===== config.mk =====
export PLATFORM = sky130hd
export DESIGN_NAME = man_frame_tx_flat
export DESIGN_NICKNAME = d
export VERILOG_FILES = /design/src/rtl/man_tx_pkg.sv /design/src/rtl/man_frame_tx_if.sv /design/src/rtl/crc_a_serial.sv /design/src/rtl/man_frame_tx.sv /design/src/flat_wrapper.sv
export SDC_FILE = /design/constraint.sdc
export NUM_CORES = 1
export LEC_CHECK = 0
export BUFFER_PORTS_ARGS = -buffer_cell sky130_fd_sc_hd__buf_4
export CORE_UTILIZATION = 35
export DETAILED_ROUTE_END_ITERATION = 12
export PLACE_DENSITY_LB_ADDON = 0.2
export SYNTH_ARGS = -nofsm -noshare
export SYNTH_HDL_FRONTEND = slang
export SYNTH_SLANG_ARGS = --single-unit

===== constraint.sdc =====
create_clock -name clk -period 2.85 [get_ports clk]
set_input_delay 0.4275 -clock clk [delete_from_list [all_inputs] [get_ports clk]]
set_output_delay 0.4275 -clock clk [all_outputs]
set_load 0.02 [all_outputs]

===== src/rtl/man_tx_pkg.sv =====
// Shared types and constants for the Type-A frame serializer.
//   tx_state_e      : serializer FSM states
//   CRC_A_PRESET    : CRC_A start value, reloaded at every SOF
//   CRC_A_POLY_REFL : reflected CRC_A polynomial (x^16+x^12+x^5+1)
//   SOF_BIT         : level driven during the start-of-frame ETU
package man_tx_pkg;
  typedef enum logic [2:0] {
    ST_IDLE,
    ST_SOF,
    ST_DATA,
    ST_PARITY,
    ST_GUARD
  } tx_state_e;

  localparam logic [15:0] CRC_A_PRESET    = 16'h6363;
  localparam logic [15:0] CRC_A_POLY_REFL = 16'h8408;
  localparam logic        SOF_BIT         = 1'b1;
endpackage


===== src/rtl/man_frame_tx_if.sv =====
// Byte handshake into the serializer plus its modulator-side outputs.
//   in_valid/in_byte/in_last : frame byte offer from upstream
//   out_ready                : byte taken when in_valid & out_ready at posedge
//   out_data/out_enable      : bit stream and enable for the Manchester modulator
//   out_busy                 : frame start through end of guard
//   out_error                : one-cycle underrun abort pulse
// master = upstream byte source, slave = serializer.
interface man_frame_tx_if;
  logic       in_valid;
  logic [7:0] in_byte;
  logic       in_last;
  logic       out_ready;
  logic       out_data;
  logic       out_enable;
  logic       out_busy;
  logic       out_error;

  modport master (
    output in_valid, in_byte, in_last,
    input  out_ready, out_data, out_enable, out_busy, out_error
  );

  modport slave (
    input  in_valid, in_byte, in_last,
    output out_ready, out_data, out_enable, out_busy, out_error
  );
endinterface


===== src/rtl/crc_a_serial.sv =====
// Bit-serial CRC_A (ISO 14443-A), LSB-first, reflected polynomial.
//   clk, rst_n : clock, async active-low reset
//   clr        : reload preset (frame start)
//   en         : fold bit_in into the CRC this cycle
//   bit_in     : transmitted data bit
//   crc_out    : current CRC register; low byte is sent first
module crc_a_serial
  import man_tx_pkg::*;
(
  input  logic        clk,
  input  logic        rst_n,
  input  logic        clr,
  input  logic        en,
  input  logic        bit_in,
  output logic [15:0] crc_out
);
  always_ff @(posedge clk or negedge rst_n) begin
    if (!rst_n)   crc_out <= CRC_A_PRESET;
    else if (clr) crc_out <= CRC_A_PRESET;
    else if (en)  crc_out <= (crc_out >> 1) ^ ((crc_out[0] ^ bit_in) ? CRC_A_POLY_REFL : 16'h0000);
  end
endmodule


===== src/rtl/man_frame_tx.sv =====
// ISO 14443-A PICC->PCD frame serializer feeding the Manchester modulator.
// Emits SOF, then each byte LSB-first with odd parity, one bit per ETU, then
// holds enable low for GUARD_ETUS ETUs. A missing byte at a parity boundary
// (frame not yet ended) aborts the frame with a one-cycle out_error pulse.
// Ports:
//   clk   : subcarrier clock (fc/16), posedge
//   rst_n : async active-low reset
//   bus   : man_frame_tx_if.slave (byte handshake in, modulator signals out)
// Parameters: ETU_CLKS (clk per ETU, >= 2), GUARD_ETUS (post-frame quiet ETUs).
// Build option: define MAN_TX_CRC_EN to append CRC_A (low byte, then high
// byte, each with parity) after the in_last byte.
module man_frame_tx
  import man_tx_pkg::*;
#(
  parameter int ETU_CLKS   = 8,
  parameter int GUARD_ETUS = 2
) (
  input  logic clk,
  input  logic rst_n,
  man_frame_tx_if.slave bus
);
  localparam int CW = $clog2(ETU_CLKS);
  localparam int BW = (GUARD_ETUS > 8) ? $clog2(GUARD_ETUS) : 3;

  tx_state_e      state, state_n;
  logic [CW-1:0]  etu_cnt;
  logic [BW-1:0]  bit_cnt, bit_cnt_n;
  logic           hold_full, hold_last;
  logic [7:0]     hold_byte;
  logic [7:0]     shift, shift_n;
  logic           par, par_n;
  logic           cur_last, cur_last_n;
  logic           err, err_n;
  logic           rdy;
  logic           load;
  logic           etu_end, accept;

  assign etu_end = (etu_cnt == CW'(ETU_CLKS - 1));
  assign accept  = bus.in_valid & bus.out_ready;

`ifdef MAN_TX_CRC_EN
  // 0: user bytes, 1: sending CRC low byte, 2: sending CRC high byte
  logic [1:0]  crc_ph, crc_ph_n;
  logic [15:0] crc;

  crc_a_serial u_crc (
    .clk     (clk),
    .rst_n   (rst_n),
    .clr     (state == ST_SOF),
    .en      ((state == ST_DATA) && etu_end && (crc_ph == 2'd0)),
    .bit_in  (shift[0]),
    .crc_out (crc)
  );

  always_ff @(posedge clk or negedge rst_n) begin
    if (!rst_n) crc_ph <= 2'd0;
    else        crc_ph <= crc_ph_n;
  end
`endif

  always_comb begin
    state_n    = state;
    bit_cnt_n  = bit_cnt;
    shift_n    = shift;
    par_n      = par;
    cur_last_n = cur_last;
    err_n      = 1'b0;
    load       = 1'b0;
`ifdef MAN_TX_CRC_EN
    crc_ph_n   = crc_ph;
`endif
    case (state)
      ST_IDLE: if (hold_full) state_n = ST_SOF;
      ST_SOF: if (etu_end) begin
        // SOF is only entered with the holding register full
        load       = 1'b1;
        shift_n    = hold_byte;
        cur_last_n = hold_last;
        par_n      = 1'b1;
        bit_cnt_n  = '0;
        state_n    = ST_DATA;
`ifdef MAN_TX_CRC_EN
        crc_ph_n   = 2'd0;
`endif
      end
      ST_DATA: if (etu_end) begin
        shift_n = shift >> 1;
        par_n   = par ^ shift[0];
        if (bit_cnt == BW'(7)) begin
          bit_cnt_n = '0;
          state_n   = ST_PARITY;
        end else begin
          bit_cnt_n = bit_cnt + BW'(1);
        end
      end
      ST_PARITY: if (etu_end) begin
        par_n     = 1'b1;
        bit_cnt_n = '0;
`ifdef MAN_TX_CRC_EN
        if (crc_ph == 2'd1) begin
          shift_n  = crc[15:8];
          crc_ph_n = 2'd2;
          state_n  = ST_DATA;
        end else if (crc_ph == 2'd2) begin
          state_n  = ST_GUARD;
        end else if (cur_last) begin
          shift_n  = crc[7:0];
          crc_ph_n = 2'd1;
          state_n  = ST_DATA;
        end else
`else
        if (cur_last) begin
          state_n = ST_GUARD;
        end else
`endif
        if (hold_full) begin
          load       = 1'b1;
          shift_n    = hold_byte;
          cur_last_n = hold_last;
          state_n    = ST_DATA;
        end else begin
          // underrun: queued bytes stay put for the next frame
          err_n   = 1'b1;
          state_n = ST_GUARD;
        end
      end
      ST_GUARD: if (etu_end) begin
        if (bit_cnt == BW'(GUARD_ETUS - 1)) begin
          bit_cnt_n = '0;
          // a byte that arrived during guard starts its SOF right away
          state_n   = hold_full ? ST_SOF : ST_IDLE;
        end else begin
          bit_cnt_n = bit_cnt + BW'(1);
        end
      end
      default: state_n = ST_IDLE;
    endcase
  end

  always_ff @(posedge clk or negedge rst_n) begin
    if (!rst_n) begin
      state    <= ST_IDLE;
      etu_cnt  <= '0;
      bit_cnt  <= '0;
      shift    <= '0;
      par      <= 1'b0;
      cur_last <= 1'b0;
      err      <= 1'b0;
      rdy      <= 1'b0;
    end else begin
      state    <= state_n;
      etu_cnt  <= ((state == ST_IDLE) || etu_end) ? '0 : etu_cnt + CW'(1);
      bit_cnt  <= bit_cnt_n;
      shift    <= shift_n;
      par      <= par_n;
      cur_last <= cur_last_n;
      err      <= err_n;
      rdy      <= 1'b1;
    end
  end

  always_ff @(posedge clk or negedge rst_n) begin
    if (!rst_n) begin
      hold_full <= 1'b0;
      hold_byte <= '0;
      hold_last <= 1'b0;
    end else if (accept) begin
      hold_full <= 1'b1;
      hold_byte <= bus.in_byte;
      hold_last <= bus.in_last;
    end else if (load) begin
      hold_full <= 1'b0;
    end
  end

  // outputs decode from registered state only, so they move on bit boundaries
  always_comb begin
    bus.out_enable = 1'b0;
    bus.out_data   = 1'b0;
    case (state)
      ST_SOF:    begin bus.out_enable = 1'b1; bus.out_data = SOF_BIT;  end
      ST_DATA:   begin bus.out_enable = 1'b1; bus.out_data = shift[0]; end
      ST_PARITY: begin bus.out_enable = 1'b1; bus.out_data = par;      end
      default:   ;
    endcase
  end

  assign bus.out_ready = rdy & ~hold_full;
  assign bus.out_busy  = (state != ST_IDLE);
  assign bus.out_error = err;
endmodule


===== src/flat_wrapper.sv =====
// flat-port wrapper written by rule: the top's interface ports become plain ports
module man_frame_tx_flat import man_tx_pkg::*;
#(
  parameter int ETU_CLKS   = 8,
  parameter int GUARD_ETUS = 2
)
  (clk, rst_n, bus_in_valid, bus_in_byte, bus_in_last, bus_out_ready, bus_out_data, bus_out_enable, bus_out_busy, bus_out_error);
  man_frame_tx_if bus_i ();
  input  logic clk;
  input  logic rst_n;
  input wire logic [$bits(bus_i.in_valid)-1:0] bus_in_valid;
  input wire logic [$bits(bus_i.in_byte)-1:0] bus_in_byte;
  input wire logic [$bits(bus_i.in_last)-1:0] bus_in_last;
  output wire logic [$bits(bus_i.out_ready)-1:0] bus_out_ready;
  output wire logic [$bits(bus_i.out_data)-1:0] bus_out_data;
  output wire logic [$bits(bus_i.out_enable)-1:0] bus_out_enable;
  output wire logic [$bits(bus_i.out_busy)-1:0] bus_out_busy;
  output wire logic [$bits(bus_i.out_error)-1:0] bus_out_error;
  assign bus_i.in_valid = bus_in_valid;
  assign bus_i.in_byte = bus_in_byte;
  assign bus_i.in_last = bus_in_last;
  assign bus_out_ready = bus_i.out_ready;
  assign bus_out_data = bus_i.out_data;
  assign bus_out_enable = bus_i.out_enable;
  assign bus_out_busy = bus_i.out_busy;
  assign bus_out_error = bus_i.out_error;
  man_frame_tx #(.ETU_CLKS(ETU_CLKS), .GUARD_ETUS(GUARD_ETUS)) u_core (.clk(clk), .rst_n(rst_n), .bus(bus_i));
endmodule

==> flow_metrics.py <==
metrics = {
    "outcome": {
        "status": "complete, no violations",
    },
    "yosys": {
        "yosys.area.top_type": "dfrtp_1",
        "synth_area_leaders": "dfrtp_1 (49%), mux2_2 (11%), mux2_4 (7.6%)",
        "synth-edff-count": 0,
        "synth_nets": 152,
        "yosysSeqAreaShare_pct": 48.8,
        "synth.most_common_cell": "dfrtp_1",
        "synth_flop_cell": "dfrtp_1",
        "syn_inst": 134,
        "yosys-top-cells-count": "dfrtp_1 (31), mux2_2 (16), o21ai_0 (9), mux2_4 (8)",
        "yosysUniqueCellTypes": 36,
        "ys_ff_latch": 31,
        "syn_area_um2": 1590,
        "synth.avg_cell_area_um2": 11.9,
        "synth_top_area_share_pct": 48.8,
        "synthArstFlopShare_pct": 100,
        "synth_warnings": 0,
    },
    "worst_hold_path": {
        "hp-class": "input pin to asynchronous set/reset pin",
    },
    "setup_path": {
        "critical_path_required_ns": 2.42,
        "reg2reg_slack_ns": 0.86,
        "start_kind": "register",
        "r2r_end": "u_core.shift[3]",
        "critPathKind": "register to output pin",
        "r2r-start": "u_core.etu_cnt[0]",
        "crit_path_max_fanout": 17,
        "end_kind": "output pin",
        "reg2regPathDepth": 5,
        "arrival_ns": 1.61,
    },
    "layout": {
        "fillerInstances": 425,
        "drive_above_1_share_pct": 35.1,
        "finalNetCount": 168,
        "fin_util_pct": 42.0,
        "diodes": 0,
        "design_area_um2": 1830,
        "area_growth_pct": 15.1,
    },
    "grt": {
        "grt_usage_pct": 12.8,
        "grt_max_degree": 32,
        "overflow": 0,
        "antenna_found_initial": 0,
        "grt_pass1_wl_um": 4770,
        "grt_pass1_vias": 997,
    },
    "detailed_routing": {
        "ant_nets": 0,
        "drt-met1-wl_um": 1210,
        "highest_layer": "met4",
        "drc_errors": 0,
        "wl_per_cell_um": 13.2,
        "dr_total_vias": 1060,
        "wirelength_um": 2690,
        "dr.first_iter.drc_count": 56,
        "viasPerCell": 5.22,
        "firstDrtPassIters": 4,
        "wl_met3_um": 181,
        "dr_wl_met2_um": 1260,
    },
    "timing": {
        "period_share_pct": 71.5,
        "hold_slack_ns": 0.0628,
        "post-route-min-period_ns": 2.04,
        "setup_viol": 0,
        "rsz0062_at_grt": "false",
        "relSlewSlack_pct": 62.0,
        "drv_slew": 0,
        "fmax_mhz": 491,
        "hold_violations": 0,
        "finalSetupTns_ns": 0,
        "setup_slack_ns": 0.813,
        "skew_ns": 0.00851,
        "tightest_slew_ns": 0.570,
    },
    "placement": {
        "pre_cts_ws_ns": 0.839,
        "placed_cell_area_um2": 1730,
        "portBuffers": 16,
        "gp_congestion": 0.744,
        "dp_hpwl_um": 1860,
    },
    "power": {
        "clkPwrFrac_pct": 37.6,
        "switching_power_mw": 0.219,
        "intPower_mw": 0.779,
        "power.density_nw_per_um2": 545,
        "p_comb_share_pct": 9.4,
        "ir_drop_mv": 0.279,
        "p_sw_share_pct": 21.9,
        "p_leak_nw": 0.841,
        "seqPwrFrac_pct": 53.0,
    },
    "floorplanning": {
        "fp-row-count": 24,
        "chipHeight_um": 69.4,
        "dieWidth_um": 69.4,
        "io_pins": 17,
        "dieArea_um2": 4810,
        "initial_core_util_pct": 36.5,
        "coreArea_um2": 4350,
    },
    "clock_tree": {
        "clk_pin_slew_ns": 0.07,
        "cts_setup_buffers": 0,
        "cts_root_buffer": "clkbuf_8",
        "htreeDepth": 2,
        "cts_buffers": 5,
        "cts_resized": 0,
        "clock_sinks": 31,
        "insertion_delay_ns": 0.28,
        "ctsHoldBuffers": 0,
        "cts_tree": "done",
        "cts_buffer_depth": 2,
    },
    "run": {
        "max_cap_violations": 0,
    },
}
-- worst max path at each step --
stage	startpoint	end	slack [ns]	depth (start not counted)
6_report	u_core.state[1]	bus_out_data	0.81	4
5_1_grt	u_core.state[1]	bus_out_data	0.68	4
4_1_cts	u_core.etu_cnt[0]	u_core.shift[2]	0.82	5
3_5_place_dp	u_core.etu_cnt[0]	u_core.shift[4]	0.84	5
3_3_place_gp	u_core.etu_cnt[0]	u_core.shift[4]	0.91	5
2_1_floorplan	u_core.state[0]	bus_out_data	1.18	4
-- area by class of cell --
class / instances / area [um2] / share of cell area, %
repair buffers: 16 / 120 / 6.57
clock buffers: 8 / 100 / 5.47
flip-flops and latches: 31 / 776 / 42.4
well taps: 52 / 65.1 / 3.56
multi-input cells: 90 / 741 / 40.5
inverters: 6 / 27.5 / 1.50
-- metrics by stage --
step / power (mW) / cells
floorplan: 0.593 / 134
global placement: 0.630 / 195
detailed placement: 0.635 / 195
CTS: 1.02 / 203
global route: 1.06 / 203
finish: 0.998 / 203
-- power by group through the flow --
| stage | sequential [mW] | combinational (mW) | clock [mW] |
|---|---|---|---|
| floorplan | 0.526 | 0.0665 | 0 |
| global placement | 0.537 | 0.0930 | 0 |
| detailed placement | 0.539 | 0.0963 | 0 |
| CTS | 0.530 | 0.0967 | 0.389 |
| global route | 0.536 | 0.107 | 0.414 |
| finish | 0.529 | 0.0939 | 0.375 |
-- layout by cell type, fill, tap and decap left out, drive strengths merged --
master and n:
a311o 1, a21oi 8, a22o 1, clkbuf 8, nor4 1, nor3b 1, a311oi 1, nand3 2
nand3b 3, inv 5, dfrtp 31, mux2 24, nand2 7, or2 1, a31oi 1, nor2 5
and2 2, o21ba 1, ha 6, nor4b 1, o21ai 9, nor3 5, nand2b 2, buf 16
clkinv 1, nor2b 3, conb 1, o31ai 2, o22ai 1, a211o 1
-- routing by layer --
metal	global-route usage (%)	up-vias
li1	-	504
met1	17.0	514
met2	18.6	35
met3	4.94	7
met4	5.44	0
met5	0	-
-- critical path, stage by stage, from the launching register on --
cell	delay [ns]
dfrtp_1	0.71
clkinv_4	0.15
o21ai_0	0.20
a21oi_1	0.09
buf_4	0.18
-- cell families (layout without fill, tap and decap cells) --
kind of cell               after synthesis  count (layout)  synth area share (%)
and+or+nand+nor                         33              33                  12.5
DFF                                     31              31                  48.8
AOI/OAI and AO/OA                       26              26                  10.2
muxes                                   24              24                  18.9
buffers and inverters                   13              30                  4.57
adders and majority gates                6               6                  4.72
other                                    1               1                 0.236
-- sequential cells by signal, indices dropped and copies added, names as in the netlist --
register and flops:
u_core.state 3, u_core.par 1, u_core.cur_last 1, u_core.hold_last 1, u_core.etu_cnt 3, u_core.bit_cnt 3
u_core.hold_full 1, u_core.rdy 1, u_core.bus.out_error 1, u_core.hold_byte 8, u_core.shift 8
(Power assumes the default switching activity.)
